`config.mk`:
```
export PLATFORM = sky130hd
export DESIGN_NAME = uart_tx_cfg_flat
export DESIGN_NICKNAME = d
export VERILOG_FILES = /design/src/rtl/uart_pkg.sv /design/src/rtl/uart_tx_cfg_if.sv /design/src/rtl/uart_baud_gen.sv /design/src/rtl/uart_tx_cfg.sv /design/src/flat_wrapper.sv
export SDC_FILE = /design/constraint.sdc
export NUM_CORES = 1
export LEC_CHECK = 0
export BUFFER_PORTS_ARGS = -buffer_cell sky130_fd_sc_hd__buf_2
export CORE_MARGIN = 8
export CORE_UTILIZATION = 63
export DETAILED_ROUTE_END_ITERATION = 6
export GPL_ROUTABILITY_DRIVEN = 0
export PLACE_DENSITY = 0.83
export SLEW_MARGIN = 40
export SYNTH_ARGS = -nofsm -noshare
export SYNTH_HDL_FRONTEND = slang
export SYNTH_SLANG_ARGS = --single-unit
export TNS_END_PERCENT = 20
```
`constraint.sdc`:
```
create_clock -name sys_clk -period 3.3 [get_ports sys_clk]
set_clock_uncertainty 0.2 [all_clocks]
set_input_delay 0.66 -clock sys_clk [delete_from_list [all_inputs] [get_ports sys_clk]]
set_output_delay 0.66 -clock sys_clk [all_outputs]
set_load 0.01 [all_outputs]
```
`src/rtl/uart_pkg.sv`:
```
// Shared UART definitions: parity modes, transmitter state encoding and
// bit-period helpers reused by the transmitter and the future receiver.
package uart_pkg;

  localparam int PAR_NONE = 0;
  localparam int PAR_EVEN = 1;
  localparam int PAR_ODD  = 2;

  typedef enum logic [2:0] {
    ST_IDLE,
    ST_START,
    ST_DATA,
    ST_PARITY,
    ST_STOP
  } uart_state_t;

  function automatic int calc_div(input int clk_freq, input int baud_rate);
    return clk_freq / baud_rate;
  endfunction

  // A 1-bit floor keeps the counter legal even when the divider is rejected.
  function automatic int calc_cnt_width(input int clk_freq, input int baud_rate);
    int div;
    div = clk_freq / baud_rate;
    return (div < 2) ? 1 : $clog2(div);
  endfunction

endpackage

```
`src/rtl/uart_tx_cfg_if.sv`:
```
// Valid/ready word handshake between a data source and the UART transmitter.
interface uart_tx_cfg_if #(
  parameter int DATA_BITS = 8
);

  logic [DATA_BITS-1:0] tx_data;
  logic                 tx_valid;
  logic                 tx_ready;

  modport master (output tx_data, output tx_valid, input tx_ready);
  modport slave  (input tx_data, input tx_valid, output tx_ready);

endinterface

```
`src/rtl/uart_baud_gen.sv`:
```
// Divide-by-DIV bit-period counter; held at zero while disabled and ticks
// on the last cycle of every bit period.
module uart_baud_gen #(
  parameter int DIV   = 10,
  parameter int CNT_W = 4
) (
  input  logic sys_clk,
  input  logic sys_rst,
  input  logic en,
  output logic tick
);

  localparam logic [CNT_W-1:0] LAST = CNT_W'(DIV - 1);

  logic [CNT_W-1:0] cnt;

  always_ff @(posedge sys_clk) begin
    if (sys_rst || !en) begin
      cnt <= '0;
    end else if (cnt == LAST) begin
      cnt <= '0;
    end else begin
      cnt <= cnt + 1'b1;
    end
  end

  assign tick = en && (cnt == LAST);

endmodule

```
`src/rtl/uart_tx_cfg.sv`:
```
// Parametrised UART transmitter: holding register behind a valid/ready
// handshake, LSB-first shifter, optional parity and 1 or 2 stop bits.
module uart_tx_cfg
  import uart_pkg::*;
#(
  parameter int CLK_FREQ  = 50_000_000,
  parameter int BAUD_RATE = 115_200,
  parameter int DATA_BITS = 8,
  parameter int PARITY    = 0,
  parameter int STOP_BITS = 1
) (
  input  logic          sys_clk,
  input  logic          sys_rst,
  uart_tx_cfg_if.slave  bus,
  output logic          tx,
  output logic          tx_busy,
  output logic          tx_done
);

  localparam int DIV   = calc_div(CLK_FREQ, BAUD_RATE);
  localparam int CNT_W = calc_cnt_width(CLK_FREQ, BAUD_RATE);
  localparam logic [3:0] LAST_DATA = 4'(DATA_BITS - 1);
  localparam logic [3:0] LAST_STOP = 4'(STOP_BITS - 1);

  if (DIV < 2) begin : g_bad_div
    $error("uart_tx_cfg: CLK_FREQ / BAUD_RATE must be at least 2");
  end
  if (DATA_BITS < 5 || DATA_BITS > 9) begin : g_bad_data_bits
    $error("uart_tx_cfg: DATA_BITS must be in 5..9");
  end
  if (PARITY != PAR_NONE && PARITY != PAR_EVEN && PARITY != PAR_ODD) begin : g_bad_parity
    $error("uart_tx_cfg: PARITY must be 0, 1 or 2");
  end
  if (STOP_BITS != 1 && STOP_BITS != 2) begin : g_bad_stop_bits
    $error("uart_tx_cfg: STOP_BITS must be 1 or 2");
  end

  uart_state_t          state, state_next;
  logic [DATA_BITS-1:0] hold_q;
  logic [DATA_BITS-1:0] shift_q, shift_next;
  logic                 hold_full;
  logic                 par_q, par_next;
  logic [3:0]           bit_cnt, bit_cnt_next;
  logic                 tick;
  logic                 accept;
  logic                 transfer;
  logic                 done;
  logic                 tx_next;

  assign accept       = bus.tx_valid && !hold_full;
  assign bus.tx_ready = !hold_full;
  assign tx_busy      = (state != ST_IDLE);
  assign tx_done      = done;

  uart_baud_gen #(
    .DIV   (DIV),
    .CNT_W (CNT_W)
  ) u_baud_gen (
    .sys_clk (sys_clk),
    .sys_rst (sys_rst),
    .en      (tx_busy),
    .tick    (tick)
  );

  // The line value is derived from the next state so tx can be a flop
  // that changes on the same edge as the state it represents.
  always_comb begin
    state_next   = state;
    bit_cnt_next = bit_cnt;
    shift_next   = shift_q;
    par_next     = par_q;
    transfer     = 1'b0;
    done         = 1'b0;
    tx_next      = 1'b1;

    case (state)
      ST_IDLE: begin
        if (hold_full) transfer = 1'b1;
      end
      ST_START: begin
        if (tick) begin
          state_next   = ST_DATA;
          bit_cnt_next = 4'd0;
        end
      end
      ST_DATA: begin
        if (tick) begin
          shift_next = shift_q >> 1;
          if (bit_cnt == LAST_DATA) begin
            bit_cnt_next = 4'd0;
            state_next   = (PARITY != PAR_NONE) ? ST_PARITY : ST_STOP;
          end else begin
            bit_cnt_next = bit_cnt + 4'd1;
          end
        end
      end
      ST_PARITY: begin
        if (tick) begin
          state_next   = ST_STOP;
          bit_cnt_next = 4'd0;
        end
      end
      ST_STOP: begin
        if (tick) begin
          if (bit_cnt == LAST_STOP) begin
            done         = 1'b1;
            bit_cnt_next = 4'd0;
            if (hold_full) transfer = 1'b1;
            else           state_next = ST_IDLE;
          end else begin
            bit_cnt_next = bit_cnt + 4'd1;
          end
        end
      end
      default: state_next = ST_IDLE;
    endcase

    if (transfer) begin
      state_next   = ST_START;
      bit_cnt_next = 4'd0;
      shift_next   = hold_q;
      par_next     = (^hold_q) ^ (PARITY == PAR_ODD);
    end

    case (state_next)
      ST_START:  tx_next = 1'b0;
      ST_DATA:   tx_next = shift_next[0];
      ST_PARITY: tx_next = par_next;
      default:   tx_next = 1'b1;
    endcase
  end

  // A new accept wins over a transfer so a word arriving on the transfer
  // edge stays held while the previous one moves to the shifter.
  always_ff @(posedge sys_clk) begin
    if (sys_rst) begin
      state     <= ST_IDLE;
      bit_cnt   <= 4'd0;
      shift_q   <= '0;
      par_q     <= 1'b0;
      hold_q    <= '0;
      hold_full <= 1'b0;
      tx        <= 1'b1;
    end else begin
      state   <= state_next;
      bit_cnt <= bit_cnt_next;
      shift_q <= shift_next;
      par_q   <= par_next;
      tx      <= tx_next;
      if (accept) begin
        hold_q    <= bus.tx_data;
        hold_full <= 1'b1;
      end else if (transfer) begin
        hold_full <= 1'b0;
      end
    end
  end

endmodule

```
`src/flat_wrapper.sv`:
```
// flat-port wrapper written by rule: the top's interface ports become plain ports
module uart_tx_cfg_flat import uart_pkg::*;
#(
  parameter int CLK_FREQ  = 50_000_000,
  parameter int BAUD_RATE = 115_200,
  parameter int DATA_BITS = 8,
  parameter int PARITY    = 0,
  parameter int STOP_BITS = 1
)
  (sys_clk, sys_rst, tx, tx_busy, tx_done, bus_tx_data, bus_tx_valid, bus_tx_ready);
  uart_tx_cfg_if #(.DATA_BITS(DATA_BITS)) bus_i ();
  input  logic sys_clk;
  input  logic sys_rst;
  output logic tx;
  output logic tx_busy;
  output logic tx_done;
  input wire logic [$bits(bus_i.tx_data)-1:0] bus_tx_data;
  input wire logic [$bits(bus_i.tx_valid)-1:0] bus_tx_valid;
  output wire logic [$bits(bus_i.tx_ready)-1:0] bus_tx_ready;
  assign bus_i.tx_data = bus_tx_data;
  assign bus_i.tx_valid = bus_tx_valid;
  assign bus_tx_ready = bus_i.tx_ready;
  uart_tx_cfg #(.CLK_FREQ(CLK_FREQ), .BAUD_RATE(BAUD_RATE), .DATA_BITS(DATA_BITS), .PARITY(PARITY), .STOP_BITS(STOP_BITS)) u_core (.sys_clk(sys_clk), .sys_rst(sys_rst), .bus(bus_i), .tx(tx), .tx_busy(tx_busy), .tx_done(tx_done));
endmodule
```
Word-level counts from Yosys, hierarchy flattened --
Cells that the tools add are included.
Word-level totals: bits in registers 35, input port bits 11, output and inout bits 4, logic and storage cells 70
Cells by class: add/sub/neg operators 2, equal/unequal tests 12, mux-type cells 29, reduce and logical (&&, ||, !) cells 18
Operator list (number):
- $mux 3 | 8
- $mux 8 | 3
- $mux 4 | 5
- $pmux 3 s5 | 1
- $eq 3x2->1 const B | 4
- $pmux 4 s3 | 1
- $add 9x1->9 const B | 1
- $eq 9x9->1 const B | 1
- $mux 1 | 9
- $reduce_xor 8->1 | 1
- $eq 3x1->1 const B | 2
- $ne 2x1->1 const B | 3
- $reduce_bool 2->1 | 3
- $reduce_bool 3->1 | 2
- $reduce_or 2->1 | 3
- $add 4x1->4 const B | 1
- $eq 4x3->1 const B | 1
- $logic_not 4->1 | 1
- $reduce_and 4->1 | 1
- $eq 3x3->1 const B | 1
- $logic_not 3->1 | 1
- $pmux 1 s3 | 1
- $logic_and 1x1->1 | 2
- $logic_not 1->1 | 2
- other kinds (3) | 3

Longest topological paths before layout --
word-level depth 7, gate-level depth with buffers 8, gate-level depth less buffers 7

Modules after synthesis --
A second synthesis with hierarchy kept.
Second synthesis, totals: cell total of the unflattened synthesis 196, area, all modules 1766.7 µm²
Modules (own cells, without submodules):
- uart_tx_cfg | times used 1, cells an instance 149, area an instance 1345.0 µm², seq. area each 520.5 µm²
- uart_baud_gen | times used 1, cells an instance 47, area an instance 421.7 µm², seq. area each 180.2 µm²

Worst setup path before layout --
Ideal clock, no wire load.
path type flip-flop to output port, start point register u_core.bit_cnt[0], end point output port tx_done, data arrival time 1076 ps, required time 2440 ps, path slack 1364 ps, cell stages (with the launch flop) 6, buffers on the path 0, cell sequence dfxtp_1 -> inv_1 -> ha_1 -> nor3b_2 -> nand3_4 -> nor2_1
Between the ends: cells in the longest elaborated chain, start to end 4
Ends and longest elaborated chain:
- from (decl) | line uart_tx_cfg.sv:43 | logic [3:0] bit_cnt, bit_cnt_next;
- from (signal assigned) | line uart_tx_cfg.sv:146 | bit_cnt <= bit_cnt_next;
- $logic_not 4->1 | line uart_tx_cfg.sv:105 | if (bit_cnt == LAST_STOP) begin
- $mux 1 | line uart_tx_cfg.sv:105
- $mux 1 | line uart_tx_cfg.sv:104 | if (tick) begin
- $mux 1 | line uart_tx_cfg.sv:76 | case (state)
- to (decl) | line flat_wrapper.sv:16 | output logic tx_done;
Every way passes these cells.

Final worst setup path --
Same ends and word-level chain as after synthesis.

==> summary.md <==
| Metric | Value |
|---|---|
| Die Wd | `around 70 um` |
| CTS sink cnt | `35` |
| CP arrival | `1580 ps` |
| DRT iter0 DRCs | `98` |
| Final wirelength | `between 3000 and 4000 um` |
| TritonCTS clock tree | `yes` |
| Hold Path Sink | `u_core.u_baud_gen.cnt[0]` |
| Number of antenna-violating nets in the routed design | `0` |
| Number of global-route vias before repair | `roughly 1,300` |
| Register area share after synthesis | `0.3927` |
| Synthesized Nets | `200` |
| Synth Instances | `~190` |
| Post-CTS sizing | `0` |
| Postcts setup bufs | `0` |
| Reg2Reg Depth | `6` |
| Post-DP HPWL | `2499 um` |
| Final Max Tran Viols | `0` |
| Vias | `1,351` |
| Setup TNS | `0 ps` |
| CTS Root Cell | `clkbuf_4` |
| Ys flop type | `dfxtp_1` |
| Layout cell share with drive strength beyond 1 | `0.2090` |
| Final Hold Vio Count | `0` |
| Crit-path max FO | `6` |
| RSZ-0062 raised after global routing | `false` |
| Warnings from Yosys | `0` |
| Final Critical Period | `roughly 2400 ps` |
| # IOs | `15` |
| CTS Buffer Depth | `2` |
| Pleak | `around 0.78 nW` |
| Via density | `roughly 5.8` |
| Clk_lat worst skew | `about 330 ps` |
| Async SR Flop Fraction | `0` |
| Placeable Area | `about 2700 um2` |
| First-pass GRT wire length | `5816 um` |
| Number of synthesized flops with an enable pin | `0` |
| Nets | `215` |
| Antenna cell count | `0` |
| R2R Path End | `u_core.tx` |
| Most common cell after layout, fill and taps aside | `dfxtp_1` |
| DIE AREA | `roughly 4800 um2` |
| Sw Pwr | `roughly 0.23 mW` |
| Maximum clock rate | `between 400 and 500 MHz` |
| Pint | `0.6579 mW` |
| Crit-path slowest cell | `dfxtp_1` |
| Clk slew on worst S/H paths | `~110 ps` |
| Register bit total from synthesis | `35` |
| H-tree depth | `2` |
| CP startpoint | `u_core.bit_cnt[0]` |
| Post-route DRC | `0` |
| PortBufs | `14` |
| Crit. End Element | `output pin` |
| # setup viols final | `0` |
| Initial antenna violation count | `0` |
| Most frequent cells in the layout | `dfxtp_1, nor2_1, mux2i_1, buf_2, xnor2_1` |
| All-Layer GR Usage | `0.1412` |
| Worst Hold Path Cells | `1` |
| Comb pwr share | `0.131` |
| Hold wc startpoint | `u_core.u_baud_gen.cnt[0]` |
| Clk network pwr share | `0.349` |
| Largest net degree at the start of global routing | `25` |
| Total CTS buffers | `5` |
| Worst Hold Class | `reg -> reg` |
| Outcome | `finished clean` |
| Synth Cell Area | `~1800 um2` |
| Netlist cell types | `42` |
| Post-Syn Area per Cell | `a little under 10 um2` |
| Slew headroom | `0.5340` |
| Worst reg2reg path startpoint | `u_core.u_baud_gen.cnt[0]` |
| Seq pwr share | `0.520` |
| Worst-path cell chain | `inv_1 > ha_1 > nor3b_2 > nand3_4 > nor2_1 > buf_2` |
| Hold buffer count at cts | `0` |
| Initial Utilization | `0.6526` |
| Drt pass-1 iters | `4` |
| Post-route clock period utilization | `0.7395` |
| Worst VDD drop | `around 0.59 mV` |
| Row count | `19` |
| Wire per inst | `14.42 um` |
| Area growth from synthesis to layout | `8.626%` |
| Max-Cap Viols | `0` |
| Worst-Margin Slew | `696.0 ps` |
| GR Overflow Total | `0` |
| Pwr dens | `approximately 460 nW/um2` |
| Power Total | `between 0.8 and 0.9 mW` |
| Die Ht | `69.22 um` |
| R2R setup slack | `around 1200 ps` |
| Switching power share of the total | `0.2582` |
| WS Path Type | `reg -> out` |
| Worst endpoint required time | `2440 ps` |
| Max incr delay on CP | `340 ps` |
| Worst Setup Start Kind | `flip-flop` |
[power by group through the flow]
stage,logic (mW),clock network (mW),registers (mW)
after floorplan,0.0986,0,0.464
final,0.117,0.309,0.461
after CTS,0.117,0.315,0.461
after global placement,0.113,0,0.468
after global routing,0.130,0.331,0.464
after detailed placement,0.117,0,0.470
[final cells by class]
| cell class | count | area, um2 |
|---|---|---|
| flip-flops and latches | 35 | 700.7 |
| fillers | 207 | 795.8 |
| inverters | 7 | 26.28 |
| repair buffers | 14 | 70.07 |
| multi-input cells | 137 | 1021 |
| clock buffers | 5 | 37.54 |
| well taps | 31 | 38.79 |
| clock inverters | 3 | 43.79 |
[metal layers]
| layer | global-route usage | part of all wire | vias up |
|---|---|---|---|
| met2 | 0.2326 | 0.48 | 31 |
| met5 | 0 | 0 | - |
| li1 | - | - | 690 |
| met4 | 0.05011 | 0.010 | 0 |
| met3 | 0.04149 | 0.048 | 4 |
| met1 | 0.1689 | 0.46 | 626 |
[critical path, delay by kind of cell, from the launching register on]
kind          cells  cell delay [ps]
fa+ha+maj         1              160
simple gates      3              530
buf+inv           2              230
flops             1              340
[per-stage QoR]
step	utilization	cell area (um2)	worst slack (ps)	cells	hold WS (ps)
6_report	0.7089	1938	859.6	232	272.7
5_1_grt	0.7089	1938	756.6	232	319.5
4_1_cts	0.7080	1936	833.7	232	276.3
3_5_place_dp	0.6783	1854	1169	224	248.5
3_3_place_gp	0.6783	1854	1253	224	241.3
2_1_floorplan	-	1784	1364	185	229.5
[registers in the layout (all words and copies together), names as in the netlist]
signal,count
u_core.bit_cnt,4
u_core.hold_full,1
u_core.hold_q,8
u_core.par_q,1
u_core.shift_q,8
u_core.state,3
u_core.tx,1
u_core.u_baud_gen.cnt,9
[cells in the mapped netlist, drive strengths merged, types with 4 or more instances]
master / instances / area (um2)
ha: 4 / 50.05
nand2: 5 / 18.77
a21oi: 8 / 43.79
nor2: 33 / 123.9
nand3: 6 / 42.54
inv: 7 / 26.28
dfxtp: 35 / 700.7
xnor2: 12 / 105.1
nor3b: 4 / 35.03
a211oi: 10 / 105.1
o21ai: 5 / 25.02
mux2i: 16 / 160.2
nor2b: 4 / 25.02
[worst max path at each step]
stage / endpoint / cells past startpoint
finish: tx_done / 6
global placement: tx_done / 6
CTS: tx_done / 6
floorplan: tx_done / 5
global route: tx_done / 6
detailed placement: u_core.hold_q[1] / 4
[cell families after synthesis]
logic type | count (synthesis) | share of synthesized area
simple gates | 70 | 0.2258
flops | 35 | 0.3927
compound gates | 33 | 0.1585
mux | 16 | 0.08976
xor+xnor | 14 | 0.06873
buf+inv | 13 | 0.03646
fa+ha+maj | 4 | 0.02805
Power figures use the tool's default switching activity.
